**config.mk**
```make
export PLATFORM = sky130hd
export DESIGN_NAME = fifo_ctrl_flat
export DESIGN_NICKNAME = d
export VERILOG_FILES = /design/src/rtl/fifo_ctrl_pkg.sv /design/src/rtl/fifo_ctrl_if.sv /design/src/rtl/fifo_ctrl_ns.sv /design/src/rtl/fifo_ctrl.sv /design/src/flat_wrapper.sv
export SDC_FILE = /design/constraint.sdc
export NUM_CORES = 1
export LEC_CHECK = 0
export ABC_CLOCK_PERIOD_IN_PS = 3000
export CAP_MARGIN = 20
export CORE_UTILIZATION = 50
export DETAILED_ROUTE_END_ITERATION = 16
export GPL_TIMING_DRIVEN = 0
export PLACE_DENSITY = 0.91
export SLEW_MARGIN = 20
export SYNTH_ARGS = -nofsm -noshare
export SYNTH_HDL_FRONTEND = slang
export SYNTH_SLANG_ARGS = --single-unit
```
**constraint.sdc**
```tcl
create_clock -name clk -period 3 [get_ports clk]
set_input_delay 0.45 -clock clk [delete_from_list [all_inputs] [get_ports clk]]
set_output_delay 0.45 -clock clk [all_outputs]
set_load 0.01 [all_outputs]
```
**src/rtl/fifo_ctrl_pkg.sv**
```systemverilog
// Shared widths and op-state encodings for the 8-entry FIFO control stage.
// Imported by the interface, the next-state logic and the register stage.
package fifo_ctrl_pkg;

  localparam int DEPTH = 8;
  localparam int AW    = $clog2(DEPTH);
  localparam int CW    = AW + 1;

  // 3'b011 and 3'b100 are deliberately left unused by the flag decoder.
  typedef enum logic [2:0] {
    ST_INIT   = 3'b000,
    ST_WRITE  = 3'b001,
    ST_READ   = 3'b010,
    ST_WR_ERR = 3'b101,
    ST_RD_ERR = 3'b110,
    ST_NO_OP  = 3'b111
  } state_t;

endpackage

```
**src/rtl/fifo_ctrl_if.sv**
```systemverilog
// Request/status bundle between the FIFO requester and the control stage.
// master issues wr_en/rd_en; slave (fifo_ctrl) returns op state, count, pointers and strobes.
interface fifo_ctrl_if;
  import fifo_ctrl_pkg::*;

  logic          wr_en;
  logic          rd_en;
  state_t        state;
  logic [CW-1:0] data_count;
  logic [AW-1:0] head;
  logic [AW-1:0] tail;
  logic          we;
  logic          re;

  modport master (
    output wr_en, rd_en,
    input  state, data_count, head, tail, we, re
  );

  modport slave (
    input  wr_en, rd_en,
    output state, data_count, head, tail, we, re
  );

endinterface

```
**src/rtl/fifo_ctrl_ns.sv**
```systemverilog
// Combinational next-state, next-count and next-pointer decode; zero latency.
// No backpressure: over/underflow requests become error states with no update.
module fifo_ctrl_ns
  import fifo_ctrl_pkg::*;
(
  input  logic          wr_en,
  input  logic          rd_en,
  input  state_t        state,
  input  logic [CW-1:0] data_count,
  input  logic [AW-1:0] head,
  input  logic [AW-1:0] tail,
  output state_t        nxt_state,
  output logic [CW-1:0] nxt_count,
  output logic [AW-1:0] nxt_head,
  output logic [AW-1:0] nxt_tail
);

  logic full;
  logic empty;

  // Occupancy alone decides full/empty; head==tail is ambiguous at both ends.
  assign full  = (data_count == CW'(DEPTH));
  assign empty = (data_count == '0);

  always_comb begin
    nxt_state = state;
    nxt_count = data_count;
    nxt_head  = head;
    nxt_tail  = tail;
    unique case ({wr_en, rd_en})
      2'b10: begin
        if (full) begin
          nxt_state = ST_WR_ERR;
        end else begin
          nxt_state = ST_WRITE;
          nxt_tail  = tail + AW'(1);
          nxt_count = data_count + CW'(1);
        end
      end
      2'b01: begin
        if (empty) begin
          nxt_state = ST_RD_ERR;
        end else begin
          nxt_state = ST_READ;
          nxt_head  = head + AW'(1);
          nxt_count = data_count - CW'(1);
        end
      end
      2'b11: nxt_state = ST_NO_OP;
      default: nxt_state = (state == ST_INIT) ? ST_INIT : ST_NO_OP;
    endcase
  end

endmodule

```
**src/rtl/fifo_ctrl.sv**
```systemverilog
// FIFO control registers: op state, occupancy and head/tail; state/count one cycle after request.
// No backpressure: requests sampled every cycle, we/re strobes combinational on the request cycle.
module fifo_ctrl
  import fifo_ctrl_pkg::*;
(
  input logic         clk,
  input logic         rst,
  fifo_ctrl_if.slave  bus
);

  state_t        state_q;
  state_t        nxt_state;
  logic [CW-1:0] count_q;
  logic [CW-1:0] nxt_count;
  logic [AW-1:0] head_q;
  logic [AW-1:0] nxt_head;
  logic [AW-1:0] tail_q;
  logic [AW-1:0] nxt_tail;

  fifo_ctrl_ns u_ns (
    .wr_en      (bus.wr_en),
    .rd_en      (bus.rd_en),
    .state      (state_q),
    .data_count (count_q),
    .head       (head_q),
    .tail       (tail_q),
    .nxt_state  (nxt_state),
    .nxt_count  (nxt_count),
    .nxt_head   (nxt_head),
    .nxt_tail   (nxt_tail)
  );

  // Reset drops any same-cycle request outright.
  always_ff @(posedge clk) begin
    if (rst) begin
      state_q <= ST_INIT;
      count_q <= '0;
      head_q  <= '0;
      tail_q  <= '0;
    end else begin
      state_q <= nxt_state;
      count_q <= nxt_count;
      head_q  <= nxt_head;
      tail_q  <= nxt_tail;
    end
  end

  assign bus.we = ~rst & bus.wr_en & ~bus.rd_en & (count_q != CW'(DEPTH));
  assign bus.re = ~rst & bus.rd_en & ~bus.wr_en & (count_q != '0);

  assign bus.state      = state_q;
  assign bus.data_count = count_q;
  assign bus.head       = head_q;
  assign bus.tail       = tail_q;

endmodule

```
**src/flat_wrapper.sv**
```systemverilog
// flat-port wrapper written by rule: the top's interface ports become plain ports
module fifo_ctrl_flat import fifo_ctrl_pkg::*;
  (clk, rst, bus_wr_en, bus_rd_en, bus_state, bus_data_count, bus_head, bus_tail, bus_we, bus_re);
  fifo_ctrl_if bus_i ();
  input logic clk;
  input logic rst;
  input wire logic [$bits(bus_i.wr_en)-1:0] bus_wr_en;
  input wire logic [$bits(bus_i.rd_en)-1:0] bus_rd_en;
  output wire logic [$bits(bus_i.state)-1:0] bus_state;
  output wire logic [$bits(bus_i.data_count)-1:0] bus_data_count;
  output wire logic [$bits(bus_i.head)-1:0] bus_head;
  output wire logic [$bits(bus_i.tail)-1:0] bus_tail;
  output wire logic [$bits(bus_i.we)-1:0] bus_we;
  output wire logic [$bits(bus_i.re)-1:0] bus_re;
  assign bus_i.wr_en = bus_wr_en;
  assign bus_i.rd_en = bus_rd_en;
  assign bus_state = bus_i.state;
  assign bus_data_count = bus_i.data_count;
  assign bus_head = bus_i.head;
  assign bus_tail = bus_i.tail;
  assign bus_we = bus_i.we;
  assign bus_re = bus_i.re;
  fifo_ctrl u_core (.clk(clk), .rst(rst), .bus(bus_i));
endmodule
```
==> results.py, run 1 <==
metrics = {
    "global_route": {
        "grt-ovfl-total": 0,
        "grt_pass1_vias": 585,
        "antenna_found_initial": 0,
        "track_usage_pct": 20.9,
        "grt_pass1_wl_um": 2290,
        "grt_max_degree": 11,
    },
    "critical_path": {
        "crit_path_start_kind": "input pin",
        "crit_required_ns": 2.55,
        "path_cells": "clkdlybuf4s50_1 > clkbuf_1 > clkbuf_1 > nor3_1 > clkdlybuf4s50_1",
        "slowest_delay_ns": 0.50,
        "end_kind": "output port",
        "rr_worst_depth": 5,
        "r2r_end": "u_core.bus.data_count[2]",
        "cp_max_fo": 10,
        "r2r_slack_ns": 1.48,
        "r2r-start": "u_core.bus.data_count[1]",
        "critical_path_class": "input pin to output port",
        "slowest_stage": "clkdlybuf4s50_1",
        "crit_arrival_ns": 2.30,
    },
    "min_path": {
        "min_to": "u_core.bus.tail[2]",
        "hold_path.startpoint": "u_core.bus.tail[2]",
        "hp-class": "flip-flop to flip-flop",
        "hold_depth": 2,
    },
    "routing": {
        "drc_errors": 0,
        "vias_per_cell": 5.61,
        "wl_per_cell_um": 12.3,
        "vias": 651,
        "postRouteAntennaNets": 0,
        "wl_um": 1420,
        "drt-pass1-iter-count": 3,
        "drt_iter0_drc": 7,
    },
    "clocking": {
        "clk_pin_slew_ns": 0.08,
        "cts_tree": "yes",
        "clock_latency_ns": 0.27,
        "cts_hold_buf": 0,
        "post_cts_buffers": 0,
        "ctsResizeCount": 0,
        "clock_sinks": 13,
        "cts_htree_levels": 1,
        "numCtsBuffers": 3,
        "clock-root-buffer": "clkbuf_4",
        "clock_path_buffers": 2,
    },
    "placed_design": {
        "dpl_cell_area_um2": 947,
        "hpwl_um": 1070,
        "globalplace.congestion": 0.758,
        "io_buffers": 18,
    },
    "power_and_ir_drop": {
        "ir_worst_vdd_mv": 0.244,
        "powerDensity_nw_per_um2": 423,
        "totalPowerFinal_mw": 0.412,
        "p_leak_nw": 0.360,
    },
    "floorplan": {
        "io_pins": 19,
        "core_region_area_um2": 1350,
        "die_area_um2": 1660,
        "die_y_um": 40.7,
        "initial_core_util_pct": 55.4,
        "die_w_um": 40.7,
        "row_count": 13,
    },
    "layout": {
        "nets": 109,
        "regArea_um2": 260,
        "final_area_um2": 973,
        "syn_to_final_growth_pct": 30.1,
        "drive_gt1_share_pct": 12.9,
        "multiInputGateArea_um2": 459,
        "antennaDiodeCount": 0,
        "num-fill-cells": 102,
    },
    "synthesis": {
        "synth_top_cell_area_share_pct": 34.8,
        "yosysTopAreaCell": "dfxtp_1",
        "seq_area_frac_synth_pct": 34.8,
        "ys_types": 30,
        "yosysWarnings": 0,
        "synth_area_leaders": "dfxtp_1, nand2b_1, ha_1, a21oi_1, mux2i_1",
        "synth_edf_count": 0,
        "synth_common_cells": "dfxtp_1, nand2b_1, a21oi_1",
        "syn_area_per_cell_um2": 9.47,
        "synthArstFlopShare_pct": 0,
        "ys_ff_latch": 13,
        "syn_nets": 86,
        "synth_cells": 79,
        "synth_area_um2": 748,
        "yosysMostFrequentCell": "dfxtp_1",
        "synth_ff_type": "dfxtp_1",
    },
    "sta": {
        "slew_headroom_pct": 69.0,
        "finalHoldViolCount": 0,
        "worstMarginPinSlew_ns": 0.464,
        "rsz0062_at_grt": "false",
        "period_minus_slack_ns": 2.75,
        "tns_ns": 0,
        "fin_worst_skew_ns": 0.00322,
        "fmax_mhz": 363,
        "slew_violations": 0,
        "finalCritPeriodShare_pct": 91.8,
        "setup_viol": 0,
    },
    "outcome": {
        "status": "completed",
    },
    "flow_run": {
        "maxCapViolCount": 0,
    },
}
[where the power goes]
part	internal (mW)	total [mW]	leakage, nW	switching, mW
Clock	0.0515	0.111	0.0150	0.0595
Sequential	0.183	0.202	0.106	0.0184
Combinational	0.0550	0.0993	0.238	0.0443
Total	0.290	0.412	0.360	0.122
[layout make-up]
cell class                 instances  share of cell area [%]
multi-input combinational         59                    47.2
inverter                           3                    1.16
tap                               15                    1.93
clock buffer                       4                    2.70
buffer                             4                    1.80
sequential                        13                    26.7
timing repair buffer              18                    18.5
[placed cells by master, fill, tap and decap left out, types with 4 or more instances in the layout]
master / count
a21oi_1: 6
clkdlybuf4s50_1: 18
dfxtp_1: 13
nand2b_1: 7
nor2_1: 4
or3_1: 4
[state kept, by name (all words and copies together) (netlist names)]
signal and cells:
u_core.bus.tail 3, u_core.bus.state 3, u_core.bus.data_count 4, u_core.bus.head 3
[logic make-up after synthesis]
| family | Yosys count | synth area share, % |
|---|---|---|
| AO/OA/AOI/OAI | 14 | 11.4 |
| flip-flops | 13 | 34.8 |
| multiplexers | 5 | 8.03 |
| XOR/XNOR | 4 | 4.68 |
| adder cells (fa/ha/maj) | 3 | 5.02 |
| AND/OR/NAND/NOR | 33 | 32.3 |
| buffers and inverters | 7 | 3.85 |
[how the worst max path moves through the flow]
stage | from | end | cells past startpoint
after floorplan | rst | bus_re | 3
after global placement | rst | bus_we | 5
after detailed placement | rst | bus_re | 5
after CTS | rst | bus_we | 5
after global routing | rst | bus_we | 5
final | rst | bus_we | 5
[metrics by stage]
step	utilization, %	setup slack (ns)	cells	hold WS (ns)
after floorplan	-	1.40	79	0.502
after global placement	70.2	0.287	112	0.467
after detailed placement	70.2	0.237	112	0.477
after CTS	72.1	0.240	116	0.489
after global routing	72.1	0.151	116	0.535
final	72.1	0.247	116	0.489
[per-layer routing]
metal	share of wire [%]	wire length [µm]	global-route usage, %
met2	49	695	37.7
met1	47	665	23.7
met3	3.7	53	5.43
met5	0	0	0
met4	0.42	6	6.67
[worst max-delay path, delay by kind of cell]
kind	cells	cell delay (ns)
buf+inv	4	1.71
simple gates	1	0.13
Power figures use the tool's default switching activity.
==> run 2, diff against run 1 <==
- ABC_CLOCK_PERIOD_IN_PS: 3000 -> 3100
- CORE_UTILIZATION: 50 -> 47
- PLACE_DENSITY: 0.91 -> 0.87
- clock period: 3 -> 3.1 ns (I/O delays scaled with it)
==> results.py, run 2 (synthesized netlist as in run 1, its figures left out) <==
metrics = {
    "outcome": {
        "status": "completed",
    },
    "sta": {
        "rsz0062_at_grt": "false",
        "fin_worst_skew_ns": 0.00643,
        "holdWs_ns": 0.498,
        "worst_slack_ns": 0.351,
        "tns_ns": 0,
        "fmax_mhz": 364,
        "period_minus_slack_ns": 2.75,
        "setup_viol": 0,
        "slew_violations": 0,
        "finalCritPeriodShare_pct": 88.7,
        "worstMarginPinSlew_ns": 0.462,
        "slew_headroom_pct": 69.2,
        "finalHoldViolCount": 0,
    },
    "placed_design": {
        "hpwl_um": 1080,
        "post-place-ws_ns": 0.332,
        "globalplace.congestion": 0.794,
        "dpl.cell_count": 113,
        "io_buffers": 18,
    },
    "routing": {
        "postRouteAntennaNets": 0,
        "drc_errors": 0,
        "wl_um": 1450,
        "drt_iter0_drc": 13,
        "wl_per_cell_um": 12.4,
        "vias_per_cell": 5.34,
        "vias": 625,
        "drt-pass1-iter-count": 4,
    },
    "critical_path": {
        "rr_worst_depth": 5,
        "cp_max_fo": 10,
        "crit_arrival_ns": 2.28,
        "end_kind": "output port",
        "critical_path_class": "input pin to output port",
        "crit_required_ns": 2.63,
        "crit_path_start_kind": "input pin",
    },
    "layout": {
        "layout_commonest_cell": "clkdlybuf4s50_1",
        "largest_register_ff_count": 4,
        "nets": 109,
        "syn_to_final_growth_pct": 30.3,
        "layout_common_cells": "clkdlybuf4s50_1, dfxtp_1, nand2b_1, a21oi_1",
        "finalNonFillerCells": 117,
        "num-fill-cells": 113,
        "regArea_um2": 260,
        "antennaDiodeCount": 0,
        "multiInputGateArea_um2": 459,
        "drive_gt1_share_pct": 12.9,
    },
    "global_route": {
        "antenna_found_initial": 0,
        "grt_max_degree": 11,
        "grt_pass1_wl_um": 2380,
        "grt_pass1_vias": 549,
        "track_usage_pct": 18.1,
        "grt-ovfl-total": 0,
    },
    "flow_run": {
        "maxCapViolCount": 0,
    },
    "floorplan": {
        "die_w_um": 41.9,
        "die_y_um": 41.9,
        "initial_core_util_pct": 50.3,
        "row_count": 14,
        "io_pins": 19,
        "die_area_um2": 1760,
        "core_region_area_um2": 1490,
    },
    "clocking": {
        "clk_pin_slew_ns": 0.08,
        "clock_sinks": 13,
        "cts_tree": "yes",
        "numCtsBuffers": 3,
        "cts_hold_buf": 0,
        "ctsResizeCount": 0,
        "cts_htree_levels": 1,
        "post_cts_buffers": 0,
        "clock_path_buffers": 2,
        "clock_latency_ns": 0.27,
        "clock-root-buffer": "clkbuf_4",
    },
    "min_path": {
        "hold_depth": 2,
        "hp-class": "flip-flop to flip-flop",
    },
    "power_and_ir_drop": {
        "ir_worst_vdd_mv": 0.263,
        "p_leak_nw": 0.360,
        "powerDensity_nw_per_um2": 403,
    },
}
## run 2: final timing paths
check | slack [ns] | to | startpoint
max reg2reg | 1.54 | u_core.bus.data_count[2] | u_core.bus.data_count[1]
min | 0.50 | u_core.bus.head[2] | u_core.bus.head[2]
min reg2reg | 0.50 | u_core.bus.head[2] | u_core.bus.head[2]
max | 0.35 | bus_re | rst
## run 2: worst max-delay path, cell delays in order
cell	delay (ns)
clkdlybuf4s50_1	0.47
clkbuf_1	0.31
clkbuf_1	0.42
nor3_1	0.12
clkdlybuf4s50_1	0.50
## run 2: area by class of cell
class	instances	share of cell area [%]
Buffer	4	1.80
Clock buffer	4	2.70
Inverter	3	1.16
Multi-Input combinational cell	59	47.1
Sequential cell	13	26.7
Tap cell	16	2.05
Timing Repair Buffer	18	18.5
## run 2: layer usage
layer	track usage (%)	part of all wire [%]
met1	22.6	45
met2	28.1	47
met3	7.83	6.2
met4	5.81	0.90
met5	0	0
## run 2: report_power, final
| group | switching (mW) | internal (mW) | total [mW] |
|---|---|---|---|
| logic | 0.0433 | 0.0532 | 0.0965 |
| registers | 0.0176 | 0.178 | 0.195 |
| clock network | 0.0516 | 0.0498 | 0.101 |
| total | 0.113 | 0.281 | 0.393 |
## run 2: per-stage QoR
step | cell area [µm²] | power [mW] | util (%)
2_1_floorplan | 748 | 0.256 | -
3_3_place_gp | 948 | 0.292 | 63.7
3_5_place_dp | 948 | 0.295 | 63.7
4_1_cts | 975 | 0.397 | 65.5
5_1_grt | 975 | 0.421 | 65.5
6_report | 975 | 0.393 | 65.5
==> run 3, diff against run 2 <==
- ABC_AREA: default -> 1
- CORE_UTILIZATION: 47 -> 45
- PLACE_DENSITY: 0.87 -> 0.86
==> results.py, run 3 <==
metrics = {
    "outcome": {
        "status": "completed",
    },
    "critical_path": {
        "slowest_stage": "clkdlybuf4s50_1",
        "r2r-start": "u_core.bus.data_count[1]",
        "end_kind": "output port",
        "crit_family": "buffers and inverters",
        "r2r_slack_ns": 1.68,
        "path_cells": "clkdlybuf4s50_1 > inv_2 > nor2_4 > nand2_2 > nor2_1 > clkdlybuf4s50_1",
        "crit_path_start_kind": "input pin",
        "rr_worst_depth": 8,
        "worst-path-buf-inv": 3,
        "crit_arrival_ns": 2.04,
        "critical_path_class": "input pin to output port",
        "crit_required_ns": 2.63,
        "critPathMostFrequentCell": "clkdlybuf4s50_1",
        "cp_max_fo": 6,
        "r2r_end": "u_core.bus.data_count[2]",
        "slowest_delay_ns": 0.60,
    },
    "synthesis": {
        "synth_top_cell_area_share_pct": 38.2,
        "yosysMostFrequentCell": "inv_1",
        "synth_area_um2": 681,
        "synthArstFlopShare_pct": 0,
        "synthMuxAreaShare_pct": 0,
        "synth_cells": 94,
        "ys_ff_latch": 13,
        "seq_area_frac_synth_pct": 38.2,
        "synth_top_family_by_area": "simple AND/OR/NAND/NOR gates",
        "ys_types": 20,
        "synth_common_cells": "inv_1, dfxtp_1, nand2_1",
        "syn_area_per_cell_um2": 7.24,
        "synth_area_leaders": "dfxtp_1, inv_1, a21oi_1, nand2_1, ha_1",
        "yosysWarnings": 0,
        "synth_ff_type": "dfxtp_1",
        "yosysTopAreaCell": "dfxtp_1",
        "synth_xor_area_share_pct": 3.86,
        "synth-compound-area-share_pct": 16.7,
        "synthSimpleGateAreaFrac_pct": 25.7,
        "synth_edf_count": 0,
        "synth_fa_ha_area_share_pct": 5.51,
        "syn_nets": 101,
    },
    "global_route": {
        "grt_pass1_vias": 603,
        "antenna_found_initial": 0,
        "track_usage_pct": 21.7,
        "grt-ovfl-total": 0,
        "grt_max_degree": 9,
        "grt_pass1_wl_um": 2360,
    },
    "clocking": {
        "clock-root-buffer": "clkbuf_4",
        "cts_tree": "yes",
        "cts_hold_buf": 0,
        "numCtsBuffers": 3,
        "clock_path_buffers": 2,
        "ctsResizeCount": 0,
        "post_cts_buffers": 0,
        "cts_htree_levels": 1,
        "clock_latency_ns": 0.28,
        "clk_pin_slew_ns": 0.08,
        "clock_sinks": 13,
    },
    "sta": {
        "fmax_mhz": 399,
        "slew_violations": 0,
        "worst_slack_ns": 0.591,
        "period_minus_slack_ns": 2.51,
        "fin_worst_skew_ns": 0.00130,
        "slew_headroom_pct": 71.8,
        "setup_viol": 0,
        "rsz0062_at_grt": "false",
        "finalHoldViolCount": 0,
        "tns_ns": 0,
        "finalCritPeriodShare_pct": 80.9,
        "worstMarginPinSlew_ns": 0.419,
    },
    "routing": {
        "wl_um": 1460,
        "vias": 645,
        "drc_errors": 0,
        "wl_per_cell_um": 11.2,
        "met2RoutedLength_um": 661,
        "met3_length_um": 92,
        "wl_met1_um": 681,
        "drt-pass1-iter-count": 4,
        "drt_iter0_drc": 10,
        "postRouteAntennaNets": 0,
        "top_layer": "met4",
        "vias_per_cell": 4.96,
    },
    "min_path": {
        "hold_depth": 1,
        "min_to": "u_core.bus.head[2]",
        "hp-class": "flip-flop to flip-flop",
        "hold_path.startpoint": "u_core.bus.head[2]",
    },
    "placed_design": {
        "hpwl_um": 1140,
        "io_buffers": 17,
        "globalplace.congestion": 0.835,
        "post-place-ws_ns": 0.598,
        "dpl.cell_count": 126,
    },
    "power_and_ir_drop": {
        "intPower_mw": 0.294,
        "p_leak_nw": 0.399,
        "p_comb_share_pct": 30.1,
        "power_frac_clock_pct": 24.6,
        "powerDensity_nw_per_um2": 496,
        "switchingPower_mw": 0.150,
        "ir_worst_vdd_mv": 0.330,
        "power.share.sequential_pct": 45.3,
        "p_sw_share_pct": 33.8,
    },
    "layout": {
        "largest_register_ff_count": 4,
        "num-fill-cells": 113,
        "post-route-util_pct": 66.4,
        "drive_gt1_share_pct": 12.2,
        "layout_common_cells": "clkdlybuf4s50_1, inv_1, dfxtp_1, nand2_1, a21oi_1",
        "syn_to_final_growth_pct": 31.6,
        "antennaDiodeCount": 0,
        "nets": 123,
        "finalNonFillerCells": 130,
        "layout_commonest_cell": "clkdlybuf4s50_1",
    },
    "floorplan": {
        "row_count": 13,
        "io_pins": 19,
        "initial_core_util_pct": 50.4,
        "core_region_area_um2": 1350,
        "die_y_um": 40.9,
        "die_w_um": 40.9,
        "die_area_um2": 1670,
    },
    "flow_run": {
        "maxCapViolCount": 0,
    },
}
==> run 3: changes by cell type in the layout (fill, tap and decap cells not counted), moves of 6 or more <==
| cell | previous run | this run |
|---|---|---|
| nand2b_1 | 7 | 0 |
| o21ai_1 | 0 | 6 |
| inv_1 | 3 | 14 |
| nand2_1 | 2 | 12 |
| nand3_1 | 0 | 6 |
==> run 3: area by class of cell <==
cell class / count / area [µm²] / share of cell area [%]
Timing Repair Buffer: 17 / 170 / 19.0
Inverter: 17 / 63.8 / 7.12
Buffer: 1 / 3.75 / 0.419
Clock buffer: 4 / 26.3 / 2.93
Multi-Input combinational cell: 63 / 353 / 39.4
Sequential cell: 13 / 260 / 29.1
Tap cell: 15 / 18.8 / 2.09
==> run 3: power by group through the flow <==
stage          registers (mW)  clock network (mW)  logic, mW
4_1_cts                 0.201               0.109      0.135
5_1_grt                 0.204               0.116      0.154
6_report                0.201               0.109      0.134
3_5_place_dp            0.205                   0      0.134
3_3_place_gp            0.203                   0      0.129
2_1_floorplan           0.209                   0     0.0750
==> run 3: cell families (layout without fill, tap and decap cells) <==
kind of cell | count (synthesis) | after routing
AND/OR/NAND/NOR | 35 | 35
AO/OA/AOI/OAI | 22 | 22
buffers and inverters | 18 | 39
flip-flops | 13 | 13
adder cells (fa/ha/maj) | 3 | 3
XOR/XNOR | 3 | 3
==> run 3: how the worst max path moves through the flow <==
stage	start	cells past startpoint	endpoint
after floorplan	u_core.bus.data_count[0]	4	bus_we
after global placement	bus_rd_en	6	bus_re
after detailed placement	bus_rd_en	6	bus_re
after CTS	bus_rd_en	6	bus_re
after global routing	bus_rd_en	6	bus_re
final	bus_rd_en	6	bus_re
==> run 3: per-stage QoR <==
step / instance area, µm² / total power, mW / hold slack (ns)
2_1_floorplan: 681 / 0.284 / 0.475
3_3_place_gp: 870 / 0.332 / 0.439
3_5_place_dp: 870 / 0.339 / 0.444
4_1_cts: 896 / 0.445 / 0.455
5_1_grt: 896 / 0.473 / 0.497
6_report: 896 / 0.444 / 0.457
==> run 3: layer usage <==
layer	track usage, %	vias up
met4	10.0	0
met2	37.9	20
met5	0	-
met1	24.7	274
li1	-	347
met3	4.89	4
